[config.mk]
export PLATFORM = sky130hd
export DESIGN_NAME = addr_ctrl_arb_mux
export DESIGN_NICKNAME = d
export VERILOG_FILES = /design/src/rtl/addr_ctrl_arb_mux.sv
export SDC_FILE = /design/constraint.sdc
export NUM_CORES = 1
export LEC_CHECK = 0
export CORE_AREA = 2 2 55 57
export DETAILED_ROUTE_END_ITERATION = 10
export DIE_AREA = 0 0 57 59
export HOLD_SLACK_MARGIN = 0.05
export PLACE_DENSITY = 0.77
export SYNTH_ARGS = -nofsm -noshare
export SYNTH_HDL_FRONTEND = slang
export SYNTH_SLANG_ARGS = --single-unit
[constraint.sdc]
create_clock -name clk -period 2.1 [get_ports clk]
set_input_delay 0.42 -clock clk [delete_from_list [all_inputs] [get_ports clk]]
set_output_delay 0.42 -clock clk [all_outputs]
set_load 0.005 [all_outputs]
[src/rtl/addr_ctrl_arb_mux.sv]
// Registered N:1 address/control mux with a round-robin arbiter and owner hold.
// Optional forced-release timer is enabled by defining ARB_TIMEOUT_EN.
module addr_ctrl_arb_mux #(
  parameter int WIDTH    = 14,
  parameter int NUM_IN   = 2,
  parameter int MAX_HOLD = 64
) (
  input  logic                    clk,
  input  logic                    rst_n,
  input  logic [NUM_IN-1:0]       req,
  input  logic [NUM_IN*WIDTH-1:0] in_bus,
  output logic [NUM_IN-1:0]       grant,
  output logic [WIDTH-1:0]        mux_out,
  output logic                    out_valid,
  output logic                    timeout
);

  localparam int PTR_W = (NUM_IN > 1) ? $clog2(NUM_IN) : 1;

  if (NUM_IN < 1 || NUM_IN > 16 || MAX_HOLD < 1) begin : g_bad_cfg
    $error("addr_ctrl_arb_mux: NUM_IN must be 1..16 and MAX_HOLD >= 1");
  end

  typedef enum logic {IDLE, OWN} state_t;

  state_t             state_q, state_d;
  logic [PTR_W-1:0]   ptr_q, ptr_d;
  logic [PTR_W-1:0]   owner_q, owner_d;
  logic [NUM_IN-1:0]  grant_q, grant_d;
  logic [WIDTH-1:0]   mux_q, mux_d;
  logic               vld_q, vld_d;

  logic [WIDTH-1:0]   bus_arr [NUM_IN];
  logic               win_found;
  logic [PTR_W-1:0]   win_idx;
  logic [PTR_W-1:0]   cand;
  int                 sum;
  logic               own_req;
  logic               others_req;
  logic               force_rel;

  for (genvar g = 0; g < NUM_IN; g++) begin : g_bus
    assign bus_arr[g] = in_bus[g*WIDTH +: WIDTH];
  end

  function automatic logic [NUM_IN-1:0] onehot(input logic [PTR_W-1:0] idx);
    logic [NUM_IN-1:0] oh;
    oh      = '0;
    oh[idx] = 1'b1;
    return oh;
  endfunction

  function automatic logic [PTR_W-1:0] next_ptr(input logic [PTR_W-1:0] idx);
    if (idx == PTR_W'(NUM_IN-1)) return '0;
    return idx + PTR_W'(1);
  endfunction

  // Scan from the highest rotation offset down so the lowest offset from ptr wins.
  always_comb begin
    win_found = 1'b0;
    win_idx   = '0;
    cand      = '0;
    sum       = 0;
    for (int k = NUM_IN-1; k >= 0; k--) begin
      sum = int'(ptr_q) + k;
      if (sum >= NUM_IN) sum = sum - NUM_IN;
      cand = PTR_W'(sum);
      if (req[cand]) begin
        win_found = 1'b1;
        win_idx   = cand;
      end
    end
  end

  assign own_req    = req[owner_q];
  assign others_req = |(req & ~grant_q);

`ifdef ARB_TIMEOUT_EN
  localparam int HC_W = $clog2(MAX_HOLD) + 1;

  logic [HC_W-1:0] hold_q, hold_d;
  logic            timeout_q, timeout_d;

  assign force_rel = others_req && (hold_q == HC_W'(MAX_HOLD-1));
  assign timeout   = timeout_q;
`else
  assign force_rel = 1'b0;
  assign timeout   = 1'b0;
`endif

  always_comb begin
    state_d = state_q;
    ptr_d   = ptr_q;
    owner_d = owner_q;
    grant_d = grant_q;
    mux_d   = mux_q;
    vld_d   = vld_q;
`ifdef ARB_TIMEOUT_EN
    hold_d    = hold_q;
    timeout_d = 1'b0;
`endif
    case (state_q)
      IDLE: begin
        grant_d = '0;
        vld_d   = 1'b0;
        if (win_found) begin
          state_d = OWN;
          owner_d = win_idx;
          grant_d = onehot(win_idx);
          mux_d   = bus_arr[win_idx];
          vld_d   = 1'b1;
`ifdef ARB_TIMEOUT_EN
          hold_d  = '0;
`endif
        end
      end
      OWN: begin
        if (!own_req || force_rel) begin
          state_d = IDLE;
          grant_d = '0;
          vld_d   = 1'b0;
          ptr_d   = next_ptr(owner_q);
`ifdef ARB_TIMEOUT_EN
          // A voluntary drop on the forced-release edge is not a timeout.
          timeout_d = own_req;
`endif
        end else begin
          mux_d = bus_arr[owner_q];
`ifdef ARB_TIMEOUT_EN
          if (hold_q != HC_W'(MAX_HOLD-1)) hold_d = hold_q + HC_W'(1);
`endif
        end
      end
      default: begin
        state_d = IDLE;
        grant_d = '0;
        vld_d   = 1'b0;
      end
    endcase
  end

  always_ff @(posedge clk) begin
    if (!rst_n) begin
      state_q <= IDLE;
      ptr_q   <= '0;
      owner_q <= '0;
      grant_q <= '0;
      mux_q   <= '0;
      vld_q   <= 1'b0;
`ifdef ARB_TIMEOUT_EN
      hold_q    <= '0;
      timeout_q <= 1'b0;
`endif
    end else begin
      state_q <= state_d;
      ptr_q   <= ptr_d;
      owner_q <= owner_d;
      grant_q <= grant_d;
      mux_q   <= mux_d;
      vld_q   <= vld_d;
`ifdef ARB_TIMEOUT_EN
      hold_q    <= hold_d;
      timeout_q <= timeout_d;
`endif
    end
  end

  assign grant     = grant_q;
  assign mux_out   = mux_q;
  assign out_valid = vld_q;

endmodule

-- Word level (Yosys, flattened, before mapping)
Index checks and enable logic that the tools add are counted.
Widths: inputs -> output; s select.
- flip-flop bits (word level): 20
- input port bits: 32
- output and inout port bits: 18
- logic and storage cells: 66
- add/subtract/negate cells: 4
- order comparisons: 9
- eq/ne operators: 3
- muxes and demuxes: 36
- bitwise operators: 4
- reduce and logical (&&, ||, !) cells: 4
- operator list (cell ; number):
    $mux 14 ; 8
    $pmux 14 s2 ; 1
    $mux 1 ; 21
    $lt 1x2->1 const B ; 4
    $ge 2x2->1 const B ; 3
    $reduce_and 2->1 ; 3
    $mux 2 ; 2
    $ne 2x2->1 const B ; 2
    $not 1->2 ; 2
    $pmux 1 s2 ; 2
    $pmux 2 s2 ; 1
    $add 1x1->2 const B ; 1
    $ge 1x2->1 const B ; 1
    $ne 2x1->1 const B ; 1
    $not 1->1 ; 2
    $sub 1x1->1 const B ; 2
    $add 1x1->1 const B ; 1
    $demux 1 s1 ; 1
    $ge 1x1->1 const B ; 1
    $logic_and 1x1->1 ; 1

-- Longest topological paths before layout
- word-level depth: 13
- mapped depth: 7
- depth with buffers taken out: 4

-- Worst setup path after synthesis
No wires, ideal clock.
- path type: register -> register
- start point: reg owner_q
- end point: reg mux_q[10], in the netlist mux_out[10]
- setup time: 117 ps
- arrival time: 1497 ps
- required time: 1983 ps
- slack: 486 ps
- cell stages (with the launch flop): 8
- buffers on the path: 3
- clock period less this slack: 1614 ps
- cell sequence: dfxtp_1 buf_6 mux2_4 o22a_1 and2_1 buf_2 buf_6 a22o_1
- longest elaborated chain between the ends: 6
- elaborated cells on any way between the ends: 10
- classes of those cells: eq/ne (1); mux (7); bitwise (1); reduce/logical (1)
- ends and longest elaborated chain (item ; RTL line ; RTL):
    start: declaration ; 28 ; logic [PTR_W-1:0] owner_q, owner_d;
    start signal: assignment ; 157 ; owner_q <= owner_d;
    $not 1->2 (not written as such) ; 128 ; mux_d = bus_arr[owner_q];
    $mux 14 (not written as such) (3 in a row) ; 128 ;
    $mux 14 ; 118 ; if (!own_req || force_rel) begin
    $pmux 14 s2 ; 102 ; case (state_q)
    end signal: assignment ; 159 ; mux_q <= mux_d;
    end: declaration ; 30 ; logic [WIDTH-1:0] mux_q, mux_d;
Several ways; a longest one is shown, not always the timed one. The select of a mux whose other input is x is not followed.
A chain may end at the register's enable or synchronous reset.

-- Final worst setup path
- start point: in req[0]
- end point: reg mux_q[0], in the netlist mux_out[0]
- longest elaborated chain between the ends: 10
- elaborated cells on any way between the ends: 19
- classes of those cells: eq/ne (2); mux (15); bitwise (1); reduce/logical (1)
- ends and longest elaborated chain (item ; RTL line ; RTL):
    start: declaration ; 10 ; input logic [NUM_IN-1:0] req,
    $mux 1 (not written as such) (2 in a row) ; 68 ; if (req[cand]) begin
    $mux 1 (2 in a row) ; 68 ;
    $not 1->2 (not written as such) ; 110 ; mux_d = bus_arr[win_idx];
    $mux 14 (not written as such) (3 in a row) ; 110 ;
    $mux 14 ; 106 ; if (win_found) begin
    $pmux 14 s2 ; 102 ;
Several ways; a longest one is shown, not always the timed one. The select of a mux whose other input is x is not followed.

==> key figures <==
Place
  • Final GP Congestion: around 0.79
  • I/O Buffers: 48
  • Hpwl dp: 2110 µm
  • Post-DP Area: around 1600 µm²
  • Placed cells: ~190

Power
  • P per Cell Area: roughly 660 nW/µm²
  • Psw: 271.4 µW
  • Clock Power Share: 30.0%
  • Internal power: about 800 µW
  • Total leakage power: roughly 0.64 nW
  • Sequential share of power: between 40% and 50%
  • Worst vdd ir: between 500 and 600 µV
  • Comb pwr share: 29.1%
  • Switch share: 25.25%

Floorplanning
  • Die height: 59 µm
  • Initial Utilization: 39.75%
  • # IOs: 50
  • Core Area: 2710 µm²
  • Cell row count: 19
  • Die width: 57 µm
  • Die Area: 3363 µm²

Clock tree
  • Hold buffer count at CTS: 0
  • CTS Buf Count: 3
  • Root Buffer: clkbuf_4
  • # H-tree levels: 1
  • CTS tree: yes
  • Sinks on Clock Net: 20
  • # resized after CTS: 0
  • CTS clock-pin slew for the worst setup and hold paths: roughly 0.12 ns
  • Clock Path Buffers: 2
  • Worst skew pair latency: about 0.32 ns
  • Post-CTS Setup Inserts: 0

Timing
  • Final hold slack: 0.4961 ns
  • Final setup viols: 0
  • Relative max-transition margin: 30.35%
  • Crit path time final: between 1.5 and 2 ns
  • Max Clk Rate: 0.5161 GHz
  • Final-report hold violation count: 0
  • Least-Margin Pin Slew: around 1.0 ns
  • Fin crit share: 92.26%
  • Setup Skew: around 0.0074 ns
  • RSZ-0062 raised after global routing: false
  • Fin. max-slew vios: 0

Finish
  • Inserted Diodes: 0
  • # fillers: about 240
  • Layout area overhead: 51.22%
  • Layout cell share with drive strength beyond 1: about 7.5%
  • Final #Nets: roughly 190
  • Post-route insts no fill: 191
  • Final instance area: 1629 µm²

GRT
  • First-pass GRT wire length: 4754 µm
  • All-Layer GR Usage: 17.80%
  • Grt ovf: 0
  • Vias in the first global route: 1094
  • Initial antenna violation count: 0
  • Largest net degree at the start of global routing: 17

Yosys
  • Yosys top cell by area: dfxtp_1
  • Synth top area share: 37.17%
  • Synth cell types: 25
  • Post-synth EDFFs: 0
  • Synth top area cells: dfxtp_1 37%, a221o_1 13%, mux2i_1 13%
  • Sequential share of the synthesized area: 37.17%
  • Synth async-reset ratio: 0%
  • Most frequent cells after synthesis: 20 x dfxtp_1, 15 x nor2_1, 14 x a221o_1, 14 x a22o_1, 14 x mux2i_1
  • Syn avg cell area: between 9 and 10 µm²
  • Yosys Warn Count: 0
  • Cell with the most instances after synthesis: dfxtp_1
  • Cell count after synthesis: about 110
  • Mapped Nets: 144
  • Main synth FF type: dfxtp_1
  • Mapped Area: 1077 µm²
  • Synth Register Bits: 20

Status
  • Status: complete, no violations

Critical path
  • Data arrival, critical path: 2.20 ns
  • CP Class: primary input to flip-flop
  • Critical path capture point type: flip-flop
  • Crit path max-delay cell type: a21oi_1
  • CP peak stage delay: ~0.83 ns
  • CP max FO: 14
  • Worst path buffer plus inverter count: 1
  • CP cell instances: clkdlybuf4s50_1 > nand2b_1 > a21oi_1 > a221o_1 > a22o_1
  • Worst EP required: roughly 2.4 ns
  • Worst setup SP type: primary input
  • CP top delay family: compound AO/OA/AOI/OAI gates

Route
  • DRT antenna net count: 0
  • Initial DRC count: 9
  • Routed WL per cell: 14.88 µm
  • Vias per cell: between 5 and 6
  • Routed length on met2: 1620 µm
  • DR DRC count: 0
  • TritonRoute pass-1 iters: 4
  • Uppermost routed layer: met4
  • DRT Wirelength: about 2800 µm
  • Met1 wire length: 1075 µm
  • Met3 WL: 115 µm
  • Via Count: 1078

Hold path
  • Worst Hold Class: flip-flop to flip-flop

Run
  • Max_cap viols: 0
==> flip-flops by register name, summed over array words and instances, names as in the netlist <==
name       flops
grant          2
mux_out       14
out_valid      1
owner_q        1
ptr_q          1
state_q        1
==> placed cells by master, fill, tap and decap left out, types with 2 or more instances in the layout <==
cell	count
a21oi_1	3
a221o_1	14
a22o_1	14
a31oi_1	2
and2_1	4
buf_4	6
clkbuf_4	3
clkdlybuf4s50_1	48
dfxtp_1	20
mux2i_1	14
nand2b_1	2
nor2_1	15
nor2b_1	2
o21ai_1	2
==> path summary, 6_finish.rpt <==
path | start | endpoint | slack [ns] | depth (start not counted)
worst max register to register | ptr_q$_SDFFE_PN0P_ | mux_out[0]$_SDFFE_PN0P_ | 0.31 | 4
worst min register to register | mux_out[3]$_SDFFE_PN0P_ | mux_out[3]$_SDFFE_PN0P_ | 0.50 | 1
worst min-delay path | mux_out[3]$_SDFFE_PN0P_ | mux_out[3]$_SDFFE_PN0P_ | 0.50 | 1
worst max-delay path | req[0] | mux_out[0]$_SDFFE_PN0P_ | 0.16 | 5
==> stage by stage <==
stage,setup TNS (ns),total power [mW],util (%),setup WS (ns)
global placement,-1.890,0.7539,58.17,-0.1429
global route,0,1.126,60.11,0.02477
CTS,0,1.078,60.11,0.1718
detailed placement,-1.985,0.7608,58.17,-0.1552
finish,0,1.075,60.11,0.1625
floorplan,0,0.6059,-,0.4862
==> per-layer routing <==
metal,global-route usage [%],vias to the layer above
li1,-,521
met1,17.64,533
met2,35.30,19
met3,5.459,5
met4,5.316,0
met5,0,-
==> cells by family (layout without fill, tap and decap cells) <==
family          Yosys count  after routing  share of synthesized area, %
mux                      15             15                         14.40
buf+inv                  12             60                         6.735
other cells               1              1                        0.3481
compound gates           38             38                         29.85
flops                    20             20                         37.17
simple gates             26             26                         11.50
==> final cells by class <==
| class | count | area [µm²] | share of cell area (%) |
|---|---|---|---|
| Multi-Input combinational cell | 80 | 604.3 | 37.10 |
| Timing Repair Buffer | 54 | 525.5 | 32.26 |
| Sequential cell | 20 | 400.4 | 24.58 |
| Tap cell | 31 | 38.79 | 2.381 |
| Clock inverter | 1 | 30.03 | 1.843 |
| Clock buffer | 3 | 22.52 | 1.382 |
| Inverter | 2 | 7.507 | 0.4608 |
==> power by group through the flow <==
stage                     clock (mW)  combinational, mW  sequential [mW]
final                          0.323              0.312            0.440
after global routing           0.341              0.339            0.445
after CTS                      0.324              0.314            0.440
after detailed placement           0              0.313            0.448
after global placement             0              0.306            0.448
after floorplan                    0              0.158            0.448
(Power assumes the default switching activity.)
